## config.mk

```make
export PLATFORM = sky130hd
export DESIGN_NAME = uart_rx_os_flat
export DESIGN_NICKNAME = d
export VERILOG_FILES = /design/src/rtl/uart_pkg.sv /design/src/rtl/uart_rx_os_if.sv /design/src/rtl/uart_sync2.sv /design/src/rtl/uart_rx_os.sv /design/src/flat_wrapper.sv
export SDC_FILE = /design/constraint.sdc
export NUM_CORES = 1
export LEC_CHECK = 0
export BUFFER_PORTS_ARGS = -buffer_cell sky130_fd_sc_hd__buf_2
export CAP_MARGIN = 20
export CORE_MARGIN = 2
export CORE_UTILIZATION = 55
export DETAILED_ROUTE_END_ITERATION = 8
export GPL_TIMING_DRIVEN = 0
export PLACE_DENSITY_LB_ADDON = 0.08
export SYNTH_ARGS = -nofsm -noshare
export SYNTH_HDL_FRONTEND = slang
export SYNTH_SLANG_ARGS = --single-unit
export TNS_END_PERCENT = 100
```

## constraint.sdc

```tcl
create_clock -name clk -period 2.4 [get_ports clk]
set_input_delay 0.36 -clock clk [delete_from_list [all_inputs] [get_ports clk]]
set_output_delay 0.36 -clock clk [all_outputs]
set_load 0.02 [all_outputs]
```

## src/rtl/uart_pkg.sv

```systemverilog
// rtl/uart_pkg.sv - shared types, parity modes and parity helper for the UART receive path
package uart_pkg;

    typedef enum logic [2:0] {
        ST_IDLE,
        ST_START,
        ST_DATA,
        ST_PARITY,
        ST_STOP,
        ST_DELIVER,
        ST_BREAK
    } rx_state_e;

    localparam int PAR_NONE = 0;
    localparam int PAR_ODD  = 1;
    localparam int PAR_EVEN = 2;

    localparam int MAX_DATA_BITS = 9;

    // Expected parity bit for the low nbits of d; words narrower than
    // MAX_DATA_BITS are zero-extended by the caller.
    function automatic logic calc_parity(input logic [MAX_DATA_BITS-1:0] d,
                                         input int nbits,
                                         input int mode);
        logic x;
        x = 1'b0;
        for (int i = 0; i < MAX_DATA_BITS; i++) begin
            if (i < nbits) begin
                x = x ^ d[i];
            end
        end
        return (mode == PAR_ODD) ? ~x : x;
    endfunction

endpackage

```

## src/rtl/uart_rx_os_if.sv

```systemverilog
// rtl/uart_rx_os_if.sv - valid/ready delivery bus from the UART receiver to bus-side logic
interface uart_rx_os_if #(
    parameter int DATA_BITS = 8
);
    logic [DATA_BITS-1:0] data;
    logic                 valid;
    logic                 ready;
    logic                 frame_err;
    logic                 parity_err;
    logic                 overrun;

    modport master (
        output data, valid, frame_err, parity_err, overrun,
        input  ready
    );

    modport slave (
        input  data, valid, frame_err, parity_err, overrun,
        output ready
    );
endinterface

```

## src/rtl/uart_sync2.sv

```systemverilog
// rtl/uart_sync2.sv - two-flop synchronizer for asynchronous line inputs, resets to 1
module uart_sync2 (
    input  logic clk,
    input  logic rst,
    input  logic d_i,
    output logic q_o
);
    logic meta_q;
    logic sync_q;

    always_ff @(posedge clk) begin
        if (rst) begin
            meta_q <= 1'b1;
            sync_q <= 1'b1;
        end else begin
            meta_q <= d_i;
            sync_q <= meta_q;
        end
    end

    assign q_o = sync_q;
endmodule

```

## src/rtl/uart_rx_os.sv

```systemverilog
// rtl/uart_rx_os.sv - oversampling UART receiver with start/parity/stop checks and a one-entry holding register
module uart_rx_os
    import uart_pkg::*;
#(
    parameter int CLKS_PER_BIT = 16,
    parameter int DATA_BITS    = 8,
    parameter int PARITY       = PAR_NONE,
    parameter int STOP_BITS    = 1
) (
    input  logic          clk,
    input  logic          rst,
    input  logic          en_i,
    input  logic          rx_i,
    uart_rx_os_if.master  rx_bus
);
    localparam int CW = $clog2(CLKS_PER_BIT);
    localparam int BW = $clog2(DATA_BITS + 1);

    localparam logic [CW-1:0] CNT_MID  = CW'(CLKS_PER_BIT / 2);
    localparam logic [CW-1:0] CNT_LAST = CW'(CLKS_PER_BIT - 1);
    localparam logic [BW-1:0] DATA_LAST = BW'(DATA_BITS - 1);
    localparam logic [BW-1:0] STOP_LAST = BW'(STOP_BITS - 1);

    logic rx_s;

    uart_sync2 u_sync (
        .clk (clk),
        .rst (rst),
        .d_i (rx_i),
        .q_o (rx_s)
    );

    rx_state_e            state_q,      state_d;
    logic [CW-1:0]        cnt_q,        cnt_d;
    logic [BW-1:0]        bit_cnt_q,    bit_cnt_d;
    logic [DATA_BITS-1:0] shift_q,      shift_d;
    logic                 ferr_q,       ferr_d;
    logic                 perr_q,       perr_d;
    logic [DATA_BITS-1:0] data_q,       data_d;
    logic                 valid_q,      valid_d;
    logic                 frame_err_q,  frame_err_d;
    logic                 parity_err_q, parity_err_d;
    logic                 overrun_q,    overrun_d;

    logic mid;
    assign mid = (cnt_q == CNT_MID);

    always_comb begin
        state_d      = state_q;
        cnt_d        = cnt_q;
        bit_cnt_d    = bit_cnt_q;
        shift_d      = shift_q;
        ferr_d       = ferr_q;
        perr_d       = perr_q;
        data_d       = data_q;
        valid_d      = valid_q;
        frame_err_d  = frame_err_q;
        parity_err_d = parity_err_q;
        overrun_d    = 1'b0;

        if (valid_q && rx_bus.ready) begin
            valid_d = 1'b0;
        end

        if (state_q != ST_IDLE) begin
            cnt_d = (cnt_q == CNT_LAST) ? '0 : cnt_q + 1'b1;
        end

        // Disable wins over any sampling decision in flight.
        if (!en_i) begin
            state_d = ST_IDLE;
        end else begin
            case (state_q)
                ST_IDLE: begin
                    if (!rx_s) begin
                        cnt_d     = '0;
                        bit_cnt_d = '0;
                        ferr_d    = 1'b0;
                        perr_d    = 1'b0;
                        state_d   = ST_START;
                    end
                end
                ST_START: begin
                    if (mid) begin
                        bit_cnt_d = '0;
                        state_d   = rx_s ? ST_IDLE : ST_DATA;
                    end
                end
                ST_DATA: begin
                    if (mid) begin
                        shift_d   = {rx_s, shift_q[DATA_BITS-1:1]};
                        bit_cnt_d = bit_cnt_q + 1'b1;
                        if (bit_cnt_q == DATA_LAST) begin
                            bit_cnt_d = '0;
                            state_d   = (PARITY != PAR_NONE) ? ST_PARITY : ST_STOP;
                        end
                    end
                end
                ST_PARITY: begin
                    if (mid) begin
                        perr_d  = (rx_s != calc_parity(MAX_DATA_BITS'(shift_q), DATA_BITS, PARITY));
                        state_d = ST_STOP;
                    end
                end
                ST_STOP: begin
                    if (mid) begin
                        if (!rx_s) begin
                            ferr_d = 1'b1;
                        end
                        bit_cnt_d = bit_cnt_q + 1'b1;
                        if (bit_cnt_q == STOP_LAST) begin
                            state_d = ST_DELIVER;
                        end
                    end
                end
                ST_DELIVER: begin
                    if (!valid_q || rx_bus.ready) begin
                        data_d       = shift_q;
                        frame_err_d  = ferr_q;
                        parity_err_d = perr_q;
                        valid_d      = 1'b1;
                    end else begin
                        overrun_d = 1'b1;
                    end
                    // A low stop bit usually means a held-low line; wait for idle before rearming.
                    state_d = ferr_q ? ST_BREAK : ST_IDLE;
                end
                ST_BREAK: begin
                    if (rx_s) begin
                        state_d = ST_IDLE;
                    end
                end
                default: state_d = ST_IDLE;
            endcase
        end
    end

    always_ff @(posedge clk) begin
        if (rst) begin
            state_q      <= ST_IDLE;
            cnt_q        <= '0;
            bit_cnt_q    <= '0;
            shift_q      <= '0;
            ferr_q       <= 1'b0;
            perr_q       <= 1'b0;
            data_q       <= '0;
            valid_q      <= 1'b0;
            frame_err_q  <= 1'b0;
            parity_err_q <= 1'b0;
            overrun_q    <= 1'b0;
        end else begin
            state_q      <= state_d;
            cnt_q        <= cnt_d;
            bit_cnt_q    <= bit_cnt_d;
            shift_q      <= shift_d;
            ferr_q       <= ferr_d;
            perr_q       <= perr_d;
            data_q       <= data_d;
            valid_q      <= valid_d;
            frame_err_q  <= frame_err_d;
            parity_err_q <= parity_err_d;
            overrun_q    <= overrun_d;
        end
    end

    assign rx_bus.data       = data_q;
    assign rx_bus.valid      = valid_q;
    assign rx_bus.frame_err  = frame_err_q;
    assign rx_bus.parity_err = parity_err_q;
    assign rx_bus.overrun    = overrun_q;

endmodule

```

## src/flat_wrapper.sv

```systemverilog
// flat-port wrapper written by rule: the top's interface ports become plain ports
module uart_rx_os_flat import uart_pkg::*;
#(
    parameter int CLKS_PER_BIT = 16,
    parameter int DATA_BITS    = 8,
    parameter int PARITY       = PAR_NONE,
    parameter int STOP_BITS    = 1
)
  (clk, rst, en_i, rx_i, rx_bus_data, rx_bus_valid, rx_bus_frame_err, rx_bus_parity_err, rx_bus_overrun, rx_bus_ready);
  uart_rx_os_if #(.DATA_BITS(DATA_BITS)) rx_bus_i ();
  input  logic clk;
  input  logic rst;
  input  logic en_i;
  input  logic rx_i;
  output wire logic [$bits(rx_bus_i.data)-1:0] rx_bus_data;
  output wire logic [$bits(rx_bus_i.valid)-1:0] rx_bus_valid;
  output wire logic [$bits(rx_bus_i.frame_err)-1:0] rx_bus_frame_err;
  output wire logic [$bits(rx_bus_i.parity_err)-1:0] rx_bus_parity_err;
  output wire logic [$bits(rx_bus_i.overrun)-1:0] rx_bus_overrun;
  input wire logic [$bits(rx_bus_i.ready)-1:0] rx_bus_ready;
  assign rx_bus_data = rx_bus_i.data;
  assign rx_bus_valid = rx_bus_i.valid;
  assign rx_bus_frame_err = rx_bus_i.frame_err;
  assign rx_bus_parity_err = rx_bus_i.parity_err;
  assign rx_bus_overrun = rx_bus_i.overrun;
  assign rx_bus_i.ready = rx_bus_ready;
  uart_rx_os #(.CLKS_PER_BIT(CLKS_PER_BIT), .DATA_BITS(DATA_BITS), .PARITY(PARITY), .STOP_BITS(STOP_BITS)) u_core (.clk(clk), .rst(rst), .en_i(en_i), .rx_i(rx_i), .rx_bus(rx_bus_i));
endmodule
```

# Word-level counts from Yosys, hierarchy flattened
# Index checks and enable logic that the tools add are counted.
dict set report totals {
  input_bits 5
  ff_bits 35
}
dict set report op_classes {
  eq_ne 19
  n_addsub 2
  n_reduce_logical 17
  n_bitwise 9
  mux 57
}
# op count
set op_table {}
lappend op_table {{4-bit two-way mux} 10}
lappend op_table {{1-bit two-way mux} 33}
lappend op_table {{3-bit two-way mux} 9}
lappend op_table {{3-bit one-hot mux with 7 select lines} 1}
lappend op_table {{4-bit one-hot mux with 4 select lines} 1}
lappend op_table {{2-bit by 1-bit inequality test with 1-bit output, second input constant} 6}
lappend op_table {{3-bit equality test, second input constant} 3}
lappend op_table {{4-bit by 1-bit adder with 4-bit output, second input constant} 2}
lappend op_table {{4-bit equality test, second input constant} 2}
lappend op_table {{8-bit AND reduction} 1}
lappend op_table {{1-bit XOR} 7}
lappend op_table {{3-bit by 2-bit equality test with 1-bit output, second input constant} 2}
lappend op_table {{2-bit inequality test, second input constant} 3}
lappend op_table {{3-bit AND reduction} 2}
lappend op_table {{6-bit AND reduction} 1}
lappend op_table {{5-bit AND reduction} 1}
lappend op_table {{4-bit by 3-bit equality test with 1-bit output, second input constant} 1}
lappend op_table {{4-bit logical NOT} 1}
lappend op_table {{1-bit one-hot mux with 2 select lines} 2}
lappend op_table {{4-bit AND reduction} 1}
lappend op_table {{2-bit nonzero test} 2}
lappend op_table {{4-bit nonzero test} 1}
lappend op_table {{3-bit by 1-bit equality test with 1-bit output, second input constant} 1}
lappend op_table {{3-bit logical NOT} 1}
lappend op_table {{other kinds (9)} 10}

# Depth between registers and ports, before layout
dict set report depth {
  ltp_word 35
  mapped_depth 8
  depth_no_buf 7
}

# Hierarchy
# A second synthesis with hierarchy kept.
dict set report hier_totals {
  cells_unflattened 188
  hier_area_um2 1659.1
}
# module area_per_inst_um2 n_inst seq_area_each_um2 cells_each
set modules_own_cells {}
lappend modules_own_cells {uart_rx_os 1606.5 1 660.6 184}
lappend modules_own_cells {uart_sync2 52.6 1 40.0 4}

# Least setup slack after synthesis
# No wires, ideal clock.
dict set report synth_timing {
  path_type {reg-to-reg}
  from {register u_core.cnt_q[0]}
  to {register u_core.state_q[1]}
  slack_ns 0.545
  period_less_slack_ns 1.855
  required_ns 2.330
  stages_incl_launch_ff 8
  path_buffers 0
  arrival_time_ns 1.785
  cell_sequence {dfxtp_1 > inv_1 > ha_1 > nand3b_4 > nor4b_1 > o211ai_1 > or4b_1 > a21oi_1}
}
dict set report synth_between {
  elab_chain_cells 3
  word_cells_on_any_way 6
  classes_between {eq/ne: 5; reduce/logical: 1}
}
# item line
set synth_rtl {}
lappend synth_rtl {{from (decl)} uart_rx_os.sv:34} ;# logic [CW-1:0] cnt_q, cnt_d;
lappend synth_rtl {{from (signal assigned)} uart_rx_os.sv:153} ;# cnt_q <= cnt_d;
lappend synth_rtl {{4-bit equality test *} uart_rx_os.sv:46} ;# assign mid = (cnt_q == CNT_MID);
lappend synth_rtl {{2-bit by 1-bit inequality test with 1-bit output (no line)} -}
lappend synth_rtl {{8-bit AND reduction (no line) *} -}
lappend synth_rtl {{to (signal assigned)} uart_rx_os.sv:152} ;# state_q <= state_d;
lappend synth_rtl {{to (decl)} uart_rx_os.sv:33} ;# rx_state_e state_q, state_d;
# Mark *: on every way between the ends. The rest lies on a longest branch, timed or not.
# A chain may end at the register's enable or synchronous reset.

# Worst setup path after layout
# Ends and elaborated chain as after synthesis.

==> results by group <==
Placed design
  • Post-place setup slack: 332 ps
  • DP Wirelength: 2440 µm
  • Port-buffer cells: 16
  • Routability cong.: 0.804

Detailed routing
  • Via count: 1,358
  • Initial DRT Pass Iterations: 4
  • Drt drc: 0
  • Vias per cell: 5.68
  • Iter 0 DRT Violations: 55
  • WL/cell: 14.3 µm
  • Final antenna-violating net count: 0
  • Final WL: 3420 µm

STA
  • Final setup skew: 8.04 ps
  • Final hold vios: 0
  • Post-Route Setup TNS: 0 ps
  • Max-slew violations: 0
  • Final worst setup slack: 313 ps
  • Fmax: 0.479 GHz
  • Least-Margin Pin Slew: 525 ps
  • Final Cycle Share: 87.0%
  • RSZ-0062 raised after global routing: no
  • Max-slew headroom: 65.0%
  • Final setup fails: 0
  • Tmin final: 2090 ps

Die
  • Row Count: 20
  • Die Span Y: 59.9 µm
  • Initial Util: 57.3%
  • Core ar.: 3000 µm²
  • Die width: 59.9 µm
  • I/O pin count: 17
  • Die Area: 3590 µm²

Worst setup path
  • CP Capture Type: flop
  • Crit path required time: 2680 ps
  • CP max FO: 5
  • CP arrival: 2360 ps
  • Critical path start-end classification: flop to flop
  • Nature of the critical path startpoint: flop

Outcome
  • Status: finished clean

Finish
  • Layout cells sized above 1: 18.0%
  • Area growth syn-to-layout: 10.3%
  • Final nets: 215
  • Final core utilization: 63.2%
  • Fill cell count: 272
  • Area of the multi-input gates: 953 µm²
  • # diodes: 0
  • Storage cell area: 701 µm²

Yosys
  • Adder-cell share of the synthesized area: 2.91%
  • Netlist cell types: 43
  • Post-synth top cells: 35 x dfxtp_1, 26 x nor2_1, 18 x mux2i_1
  • Synth Net Count: 192
  • Post-Synth XOR/XNOR Area: 4.87%
  • Main combinational cell family by area after synthesis: simple AND/OR/NAND/NOR gates
  • Synth Area in Compound Gates: 11.1%
  • Area leader, netlist: dfxtp_1
  • Mapped Avg Cell Area: 9.40 µm²
  • #FFs+latches synth: 35
  • Top FF cell, synth: dfxtp_1
  • Cell count after synthesis: 183
  • Synth Cell Area: 1720 µm²
  • Post-synthesis mux area share: 11.1%
  • Yosys top cell area share: 40.7%
  • Top cells by area, synth: dfxtp_1 41%, mux2i_1 10%, nor2_1 5.7%
  • Ys Warns: 0
  • FFs w/ async S/R, synth: 0%
  • Seq/Total Area, Yosys: 40.7%
  • EDFF count, synth: 0
  • Simple-gate share of the synthesized area: 25.5%
  • Most instantiated library cell after synthesis: dfxtp_1

Global routing
  • Overflow after GRT: 0
  • Largest net degree at the start of global routing: 11
  • Initial antenna violation count: 0
  • First-pass GRT wire length: 5800 µm
  • Vias in the first global route: 1,319
  • All-layer global routing usage: 21.8%

CTS
  • Htree depth: 2
  • CTS max path bufs: 2
  • Cts bufs inserted: 5
  • CTS resizes: 0
  • Worst-Skew Late Latency: 340 ps
  • Post-CTS Setup Bufs: 0
  • Hold buffers post-CTS: 0
  • Clk sinks: 35
  • Clock transition at path regs: 100 ps
  • CTS tree: done
  • Root Buffer: clkbuf_4

Power and ir drop
  • Total power: 962 µW
  • Leak pwr: 0.000686 µW
  • Pwr Density: 507 nW/µm²
  • Peak supply drop: 0.000353 V

Flow run
  • Number of max-cap violations: 0

Min path
  • Worst Hold Class: input pin to flop
==> power breakdown <==
| part | leakage (µW) | total, µW | switching [µW] | internal, µW |
|---|---|---|---|---|
| logic | 0.000370 | 47.6 | 29.7 | 18.0 |
| clock network | 0.0000341 | 327 | 192 | 136 |
| registers | 0.000282 | 587 | 3.37 | 583 |
| total | 0.000686 | 962 | 225 | 737 |
==> layout make-up <==
class	count	area share, %
clock inverters	1	0.264
repair buffers	16	4.22
multi-input cells	133	50.2
plain buffers	8	2.11
flip-flops and latches	35	36.9
clock buffers	6	2.70
well taps	33	2.18
inverters	7	1.38
==> critical path, cell delays in order (launching register included) <==
cell and delay (ps):
dfxtp_1 330, inv_1 100, ha_1 210, nand3b_4 140, nor4b_1 340, o211ai_1 210, or4b_1 540, a21oi_1 160
==> final timing paths <==
| path | start | endpoint | slack (ps) | cells after the start |
|---|---|---|---|---|
| min reg2reg | u_core.u_sync.meta_q | u_core.u_sync.q_o | 420 | 1 |
| max reg2reg | u_core.cnt_q[0] | u_core.state_q[1] | 310 | 7 |
| min | rx_i | u_core.u_sync.meta_q | 200 | 2 |
| max | u_core.cnt_q[0] | u_core.state_q[1] | 310 | 7 |
==> cell families (layout without fill, tap and decap cells) <==
| family | count (synthesis) | in the layout |
|---|---|---|
| mux | 19 | 19 |
| compound gates | 29 | 29 |
| xor+xnor | 8 | 8 |
| flops | 35 | 35 |
| simple gates | 73 | 73 |
| fa+ha+maj | 4 | 4 |
| buf+inv | 15 | 38 |
==> layer usage <==
| metal | global-route usage [%] | up-vias | share of wire [%] |
|---|---|---|---|
| met1 | 26.1 | 655 | 46 |
| met2 | 36.8 | 14 | 49 |
| li1 | - | 685 | - |
| met4 | 8.25 | 0 | 1.4 |
| met3 | 6.06 | 4 | 2.8 |
| met5 | 0 | - | 0 |
==> registers in the layout, indices dropped and copies added, names as in the netlist <==
register and count:
u_core.rx_bus.parity_err 1, u_core.state_q 3, u_core.u_sync.meta_q 1, u_core.shift_q 8, u_core.rx_bus.frame_err 1, u_core.perr_q 1
u_core.bit_cnt_q 4, u_core.rx_bus.overrun 1, u_core.rx_bus.data 8, u_core.ferr_q 1, u_core.cnt_q 4, u_core.rx_bus.valid 1
u_core.u_sync.q_o 1
==> cell usage in the layout (no fill, tap or decap), drive strengths merged, types with 3 or more instances in the layout <==
cell,count
nand2,4
a31oi,4
nand2b,3
mux2i,18
or2,3
o21ai,5
nor2b,3
inv,7
or3,3
xnor2,6
dfxtp,35
nand3,4
ha,4
nor3,10
nor2,26
buf,19
nand3b,3
a21oi,13
clkbuf,11
==> per-stage QoR <==
stage | cells | hold slack, ps | area, µm²
6_report | 239 | 204 | 1900
5_1_grt | 239 | 193 | 1900
4_1_cts | 239 | 203 | 1900
3_5_place_dp | 232 | 398 | 1840
3_3_place_gp | 232 | 392 | 1840
2_1_floorplan | 183 | 389 | 1720
(Power assumes the default switching activity.)
